## src/rtl/cam_capture_ctrl.sv

```systemverilog
// Frame-capture sequencer: windows the camera pixel stream into frame-buffer writes,
// switching live/freeze/snapshot only on frame boundaries. Optional CAP_STATS_EN adds drop/short-frame stats.
module cam_capture_ctrl #(
  parameter int SRC_W = 640,
  parameter int SRC_H = 480,
  parameter int WIN_W = 256,
  parameter int WIN_H = 256,
  parameter int AW    = 16
) (
  input  logic          clk,
  input  logic          rst,
  input  logic          mode_live,
  input  logic          snap_req,
  input  logic          pix_valid,
  input  logic [15:0]   pix_data,
  input  logic          frame_done,
  input  logic          buf_ready,
  output logic          wr_en,
  output logic [AW-1:0] wr_addr,
  output logic [15:0]   wr_data,
  output logic [1:0]    state,
  output logic [7:0]    frame_cnt,
  output logic          capture_done,
  output logic          overflow
`ifdef CAP_STATS_EN
  ,
  output logic [15:0]   drop_cnt,
  output logic          short_frame
`endif
);
  localparam int HB = $clog2(WIN_W);
  localparam int VB = $clog2(WIN_H);
  localparam int HW = $clog2(SRC_W);
  localparam int VW = $clog2(SRC_H + 1);

  typedef enum logic [1:0] {IDLE = 2'b00, ARM = 2'b01, CAPTURE = 2'b10, HOLD = 2'b11} state_t;

  state_t          cur, nxt;
  logic [HW-1:0]   h;
  logic [VW-1:0]   v;
  logic            snap_pend, live_q;
  logic            in_cap, arm_start, frame_end;
  logic            win_hit, push, pop, drop;
  logic [1:0]      cnt;
  logic [AW+15:0]  e0, e1, entry;

  always_ff @(posedge clk or posedge rst)
    if (rst) cur <= IDLE;
    else     cur <= nxt;

  always_comb begin
    nxt = cur;
    case (cur)
      IDLE:    if (mode_live || snap_req) nxt = ARM;
      ARM:     if (frame_done) nxt = CAPTURE;
      CAPTURE: if (frame_done) nxt = (mode_live && !snap_pend) ? CAPTURE : HOLD;
      HOLD:    if ((mode_live && !live_q) || snap_req) nxt = ARM;
      default: nxt = IDLE;
    endcase
  end

  always_comb begin
    state     = cur;
    in_cap    = (cur == CAPTURE);
    arm_start = (cur == ARM) && frame_done;
    frame_end = in_cap && frame_done;
  end

  // A pixel coincident with frame_done still belongs to the ending frame.
  assign win_hit = (32'(h) < WIN_W) && (32'(v) < WIN_H);
  assign push    = in_cap && pix_valid && win_hit;
  assign entry   = {v[VB-1:0], h[HB-1:0], pix_data};

  always_ff @(posedge clk or posedge rst)
    if (rst) begin
      h <= '0;
      v <= '0;
    end else if (arm_start || frame_end) begin
      h <= '0;
      v <= '0;
    end else if (in_cap && pix_valid) begin
      if (32'(h) == SRC_W - 1) begin
        h <= '0;
        if (32'(v) != SRC_H) v <= v + 1'b1;
      end else begin
        h <= h + 1'b1;
      end
    end

  always_ff @(posedge clk or posedge rst)
    if (rst) begin
      snap_pend    <= 1'b0;
      live_q       <= 1'b0;
      frame_cnt    <= '0;
      capture_done <= 1'b0;
      overflow     <= 1'b0;
    end else begin
      live_q       <= mode_live;
      capture_done <= frame_end;
      if (frame_end)     snap_pend <= 1'b0;
      else if (snap_req) snap_pend <= 1'b1;
      if (frame_end) frame_cnt <= frame_cnt + 8'd1;
      if (drop)      overflow  <= 1'b1;
    end

  // Two-entry FIFO; head lives in e0 and drives the write port directly.
  assign pop  = (cnt != 2'd0) && buf_ready;
  assign drop = push && (cnt == 2'd2) && !pop;
  assign wr_en = pop;
  assign {wr_addr, wr_data} = e0;

  always_ff @(posedge clk or posedge rst)
    if (rst) begin
      cnt <= 2'd0;
      e0  <= '0;
      e1  <= '0;
    end else begin
      case (cnt)
        2'd0: if (push) begin
          e0  <= entry;
          cnt <= 2'd1;
        end
        2'd1: begin
          if (push && pop) e0 <= entry;
          else if (push) begin
            e1  <= entry;
            cnt <= 2'd2;
          end else if (pop) cnt <= 2'd0;
        end
        2'd2: if (pop) begin
          e0 <= e1;
          if (push) e1 <= entry;
          else      cnt <= 2'd1;
        end
        default: cnt <= 2'd0;
      endcase
    end

`ifdef CAP_STATS_EN
  always_ff @(posedge clk or posedge rst)
    if (rst) begin
      drop_cnt    <= '0;
      short_frame <= 1'b0;
    end else begin
      if (drop && drop_cnt != 16'hFFFF) drop_cnt <= drop_cnt + 16'd1;
      if (frame_end && 32'(v) < WIN_H)  short_frame <= 1'b1;
    end
`endif

endmodule
```

## config.mk

```make
export PLATFORM = sky130hd
export DESIGN_NAME = cam_capture_ctrl
export DESIGN_NICKNAME = d
export VERILOG_FILES = /design/src/rtl/cam_capture_ctrl.sv
export SDC_FILE = /design/constraint.sdc
export NUM_CORES = 1
export LEC_CHECK = 0
export ABC_AREA = 1
export CORE_MARGIN = 2
export CORE_UTILIZATION = 50
export CTS_CLUSTER_SIZE = 28
export DETAILED_ROUTE_END_ITERATION = 10
export PLACE_DENSITY = 0.74
export SYNTH_ARGS = -nofsm -noshare
export SYNTH_HDL_FRONTEND = slang
export SYNTH_SLANG_ARGS = --single-unit
```

## constraint.sdc

```tcl
create_clock -name clk -period 4.2 [get_ports clk]
set_input_delay 0.63 -clock clk [delete_from_list [all_inputs] [get_ports clk]]
set_output_delay 0.63 -clock clk [all_outputs]
set_load 0.005 [all_outputs]
```

## Word-level counts from Yosys, hierarchy flattened

Cells that the tools add are included.

| word-level totals | value |
|---|---|
| bits in read-only memories | 0 |
| bits in registers | 99 |
| memories | 0 |
| bits in latches | 0 |
| output and inout port bits | 45 |
| logic and storage cells | 94 |
| input port bits | 23 |
| memory bits (writable) | 0 |

| cells by class | value |
|---|---|
| equality and inequality tests | 17 |
| multipliers | 0 |
| multiplexer cells | 30 |
| shift operators | 0 |
| div/mod/pow operators | 0 |
| $lt $le $gt $ge | 2 |
| bitwise logic cells | 0 |
| add/subtract/negate cells | 3 |
| reductions and logical operators | 31 |

Operators by type and width:

| kind | count |
|---|---|
| 2-to-1 mux 32 bit | 6 |
| one-hot mux 32 bit (3 select lines) | 1 |
| one-hot mux 32 bit (2 select lines) | 1 |
| 2-to-1 mux 9 bit | 4 |
| 2-to-1 mux 10 bit | 3 |
| 2-to-1 mux 2 bit | 10 |
| inequality test 2 bit, second input constant | 9 |
| nonzero test 2 bit | 6 |
| logical AND 1 bit | 11 |
| adder 10 x 1 -> 10 bit, second input constant | 1 |
| == test 10 bit, second input constant | 1 |
| less-than comparator 10 x 9 -> 1 bit, second input constant | 1 |
| adder 9 x 1 -> 9 bit, second input constant | 1 |
| less-than comparator 9 bit, second input constant | 1 |
| inequality test 9 bit, second input constant | 1 |
| adder 8 x 1 -> 8 bit, second input constant | 1 |
| one-hot mux 2 bit (4 select lines) | 1 |
| AND reduction 4 bit | 2 |
| == test 2 bit, second input constant | 3 |
| one-hot mux 2 bit (3 select lines) | 1 |
| AND reduction 3 bit | 2 |
| AND reduction 5 bit | 1 |
| == test 2 x 1 -> 1 bit, second input constant | 2 |
| logical NOT 2 bit | 2 |
| 5 further kinds | 11 |

## Longest topological paths before layout

| logic depth | value |
|---|---|
| word-level depth | 6 |
| gate-level depth with buffers | 10 |
| mapped depth without buffers | 10 |

## Worst setup path after synthesis

No wires, ideal clock.

| timing | value |
|---|---|
| path kind | register -> register |
| start point | reg cur[0] (netlist: state[0]) |
| end point | reg e0[27] |
| data required time | 4079 ps |
| library setup time | 121 ps |
| stages on the path, launching flop included | 9 |
| data arrival time | 1492 ps |
| setup slack | 2587 ps |
| path through | dfrtp_1 inv_1 ha_1 nand2_2 nor2_4 nand2_2 o21ai_4 buf_6 o21ai_1 |

| between the ends | value |
|---|---|
| word-level cells in the longest chain between the ends | 6 |
| elaborated cells between the ends (all ways) | 7 |
| classes of those cells | 3 x eq/ne; 4 x reduce/logical |

Ends and longest elaborated chain:

| what | line | text |
|---|---|---|
| start: declaration | 38 | `state_t cur, nxt;` |
| start signal: assignment | 49 | `else cur <= nxt;` |
| == test 2 bit (*) | 64 | `in_cap = (cur == CAPTURE);` |
| logical AND 1 bit (*) (2 in a row) | 71 | `assign push = in_cap && pix_valid && win_hit;` |
| logical AND 1 bit | 124 | `if (push && pop) e0 <= entry;` |
| inequality test 2 bit (no source line) | -- |  |
| AND reduction 4 bit (no source line) (*) | -- |  |
| end signal: assignment | 120 | `e0 <= entry;` |
| end signal: assignment | 124 |  |
| end: declaration | 45 | `logic [AW+15:0] e0, e1, entry;` |

Every way passes the cells marked *; elsewhere a longest branch is shown, timed or not.
A chain may end at the register's enable or synchronous reset.

## Final worst setup path

| timing | value |
|---|---|
| start point | in buf_ready |
| end point | out wr_en |

| between the ends | value |
|---|---|
| word-level cells in the longest chain between the ends | 1 |

Ends and longest elaborated chain:

| what | line | text |
|---|---|---|
| start: declaration | 17 | `input logic buf_ready,` |
| logical AND 1 bit | 107 | `assign pop = (cnt != 2'd0) && buf_ready;` |
| end: declaration | 18 | `output logic wr_en,` |

Every way passes these cells.

==> metrics.md <==
| Metric | Value |
|---|---|
| Number of global-route vias before repair | ~3600 |
| Number of synthesis warnings | 0 |
| Critical Path Start Type | input pin |
| Startpoint-to-endpoint class of the critical path | in -> out |
| Most instantiated flip-flop cell in the synthesis netlist | dfrtp_1 |
| Leakage Power | 2.75 nW |
| Most frequent cell on the critical path | clkdlybuf4s50_1 |
| Setup skew after layout | 0.0115 ns |
| Share of layout cells above drive strength 1 | approximately a tenth |
| Library cells used by synthesis | 28 |
| Leading cell types by total area after synthesis | dfrtp_1 (50%), nand2_1 (14%), o21ai_0 (7.1%), inv_1 (6.9%), o21ai_2 (5.0%) |
| Max stage delay on crit path | 0.51 ns |
| Iteration-0 DRC count of the detailed router | 219 |
| Rel. slew slack | 52.6% |
| Outcome | finished, final reports clean |
| Gate count of the mapped netlist | 607 |
| Chip Width | roughly 100 um |
| Worst Hold Class | reg -> reg |
| Sequence of cells on the critical path | clkdlybuf4s50_1 -> inv_1 -> a21oi_1 -> clkdlybuf4s50_1 |
| Hold Path Sink | e1[26]$_DFFE_PP0P_ |
| Flop2flop setup slack | between 2 and 2.5 ns |
| Highest routing layer actually used | met4 |
| Fmax achieved | 399 MHz |
| Hold violation count in the final report | 0 |
| TritonCTS clock tree | yes |
| DR vias/cell | 4.78 |
| # port buffers | 67 |
| Cell with the most instances after synthesis | nand2_1 |
| Arrival time at the worst endpoint | 1.87 ns |
| Total Die Area | 10600 um2 |
| Adder-cell area share of the yosys netlist | 2.04% |
| WL per Instance | 11.3 um |
| Largest family of logic cells by synthesized area | simple AND/OR/NAND/NOR gates |
| Y dimension of the die | 103 um |
| Post-CTS Hold Buffers | 0 |
| Overflow left after global routing | 0 |
| WP depth | 4 |
| Actual transition at the worst max-transition pin | 0.712 ns |
| Root Driver | clkbuf_8 |
| Overall track demand over capacity in global routing | a little under a fifth |
| Routed length on met1 | 4290 um |
| Finished layout cell area | 5850 um2 |
| Post-detailed-route count of antenna-violating nets | 0 |
| Synth-to-Final Area Change | 19.1% |
| Final clock period utilization by the worst path | between 50% and 60% |
| Max-cap violations | 0 |
| Routability congestion estimate from global placement | 0.883 |
| Setup violation total in the final timing report | 0 |
| Mean instance size in the synthesized netlist | around 8 um2 |
| Resized Gates After CTS | 0 |
| Fin Setup TNS | 0 ns |
| Critical hold path startpoint | e1[26]$_DFFE_PP0P_ |
| Floorplan Core Area | 9640 um2 |
| Router iterations before antenna repair | 4 |
| R2R depth | 6 |
| List of most frequent post-synthesis cells | nand2_1 (189), dfrtp_1 (99), inv_1 (90) |
| Number of buffers created by CTS | 9 |
| Areal power density over the cells | 542 nW/um2 |
| Boundary pin count | 68 |
| Proportion of netlist area held by the largest area contributor | 50.4% |
| Reg2reg end | e1[19]$_DFFE_PP0P_ |
| Clk sink count | 99 |
| Maximum number of pins on one net before global-route repair | 66 |
| Leading area contributor after synthesis | dfrtp_1 |
| Share of synthesized area spent on multiplexers | 0% |
| Post-CTS Setup Repair Bufs | 0 |
| DRC violations left | 0 |
| Kind of capture point of the worst setup path | output pin |
| Mapped cell area | between 4000 and 5000 um2 |
| Total nets after synthesis | 638 |
| Final layout net count | between 700 and 800 |
| Post-DP Area | 5660 um2 |
| Clock Path Buffers | 2 |
| Buffers & Inverters on Critical Path | 3 |
| Clock slew at the register clock pins of the worst setup and hold paths | about 0.090 ns |
| Met2 layer wire length in the routed design | 4300 um |
| Row cnt | 36 |
| Detailed-placement wirelength estimate | 6570 um |
| Startpoint of the worst-slack reg-to-reg timing path | state[0]$_DFFE_PP0P_ |
| Number of inserted diodes | 0 |
| Post-Synth XOR/XNOR Area | 1.25% |
| Number of synthesized flops with an enable pin | 0 |
| Time the worst path needs with I/O delays and setup | around 2.5 ns |
| Final number of max-transition violations | 0 |
| Effective utilization at floorplan | 51.0% |
| Worst vdd rail ir drop | between 0.3 and 0.4 mV |
| Proportion of register bits with asynchronous set or reset after synthesis | between 90% and 100% |
| DRT Wirelength | 9140 um |
| Setup repair after global routing missed its margin | no |
| Critical path's slowest cell | clkdlybuf4s50_1 |
| Family with the most delay on the worst path | buffers and inverters |
| Clock latency on the worst-skew pair | 0.36 ns |
| Compound-cell area share of the yosys netlist | 14.6% |
| Sequential element share of the synthesized area | 50.4% |
| Worst hold path cell count | 2 |
| Required arrival time at the worst endpoint | roughly 3.6 ns |
| Synthesized-area fraction occupied by and/or/nand/nor cells | 21.9% |
| Antenna violations before repair | 0 |
| Global-route wire length before repair | 16000 um |
| Vias post-DR | 3859 |
| Largest fanout of any net on the critical path | 6 |
| Post-synthesis sequential element count | 99 |
| Met3 wirelength from detailed routing | 408 um |
| CTS H-Tree Depth | 3 |
==> metrics by stage <==
stage | power [mW] | hold WS [ns] | util, % | std cells | setup WS [ns]
4_1_cts | 3.21 | 0.495 | 60.7 | 808 | 1.69
6_report | 3.17 | 0.490 | 60.7 | 808 | 1.70
3_3_place_gp | 2.55 | 0.460 | 58.7 | 792 | 1.71
5_1_grt | 3.43 | 0.522 | 60.7 | 808 | 1.61
3_5_place_dp | 2.61 | 0.473 | 58.7 | 792 | 1.70
2_1_floorplan | 2.14 | 0.453 | - | 607 | 0.980
==> cell families (layout without fill, tap and decap cells) <==
group / count (synthesis) / after routing
AOI/OAI and AO/OA: 119 / 119
DFF: 99 / 99
and+or+nand+nor: 262 / 262
xor gates and xnor gates: 7 / 7
adders and majority gates: 8 / 8
buffers and inverters: 112 / 180
==> worst register-to-register path: stages (launching register included) <==
cell,delay [ns]
dfrtp_1,0.43
inv_1,0.10
ha_1,0.26
nand2_2,0.13
nor2_4,0.21
nand3_4,0.47
o21ai_0,0.40
==> cell usage in the layout, fill, tap and decap left out <==
cell	instances
nand2_1	189
dfrtp_1	99
inv_1	89
o21ai_0	70
clkdlybuf4s50_1	67
nor2_1	32
o21ai_2	28
nand3_1	21
clkbuf_8	13
a21oi_1	9
o21ai_1	9
ha_1	8
nor3_1	7
xor2_1	7
nand2_2	5
buf_4	5
inv_2	2
nor2_4	2
nand3b_1	2
clkinvlp_4	2
o21ai_4	1
nand3_4	1
a31o_2	1
inv_4	1
o21a_1	1
nand4_1	1
or2_2	1
nor3b_1	1
clkinv_2	1
==> area by class of cell <==
| cell class | count | area (um2) |
|---|---|---|
| sequential | 99 | 2480 |
| tap | 133 | 166 |
| fill | 891 | 3780 |
| multi-input combinational | 396 | 1960 |
| clock inverter | 3 | 20.0 |
| inverter | 92 | 348 |
| clock buffer | 13 | 179 |
| timing repair buffer | 72 | 708 |
==> routing by layer <==
layer | global-route usage [%] | up-vias
met4 | 7.19 | 0
li1 | - | 2005
met3 | 2.98 | 13
met5 | 0 | -
met1 | 24.5 | 1757
met2 | 32.3 | 84
==> report_power, final <==
group          internal (mW)  switching, mW
clock network          0.279          0.320
logic                  0.558          0.592
registers               1.23          0.189
total                   2.07           1.10
==> flip-flops by register name (all words and copies together), names as in the netlist <==
register      cells
state             2
cnt               2
overflow          1
live_q            1
e1               32
capture_done      1
snap_pend         1
h                10
e0               32
frame_cnt         8
v                 9
==> worst max path at each step <==
stage	to	slack, ns	startpoint
2_1_floorplan	capture_done$_DFF_PP0_	0.98	rst
3_3_place_gp	wr_en	1.71	buf_ready
3_5_place_dp	wr_en	1.70	buf_ready
4_1_cts	wr_en	1.69	buf_ready
5_1_grt	wr_en	1.61	buf_ready
6_report	wr_en	1.70	buf_ready
No activity file was read; power rests on OpenSTA's default activity.
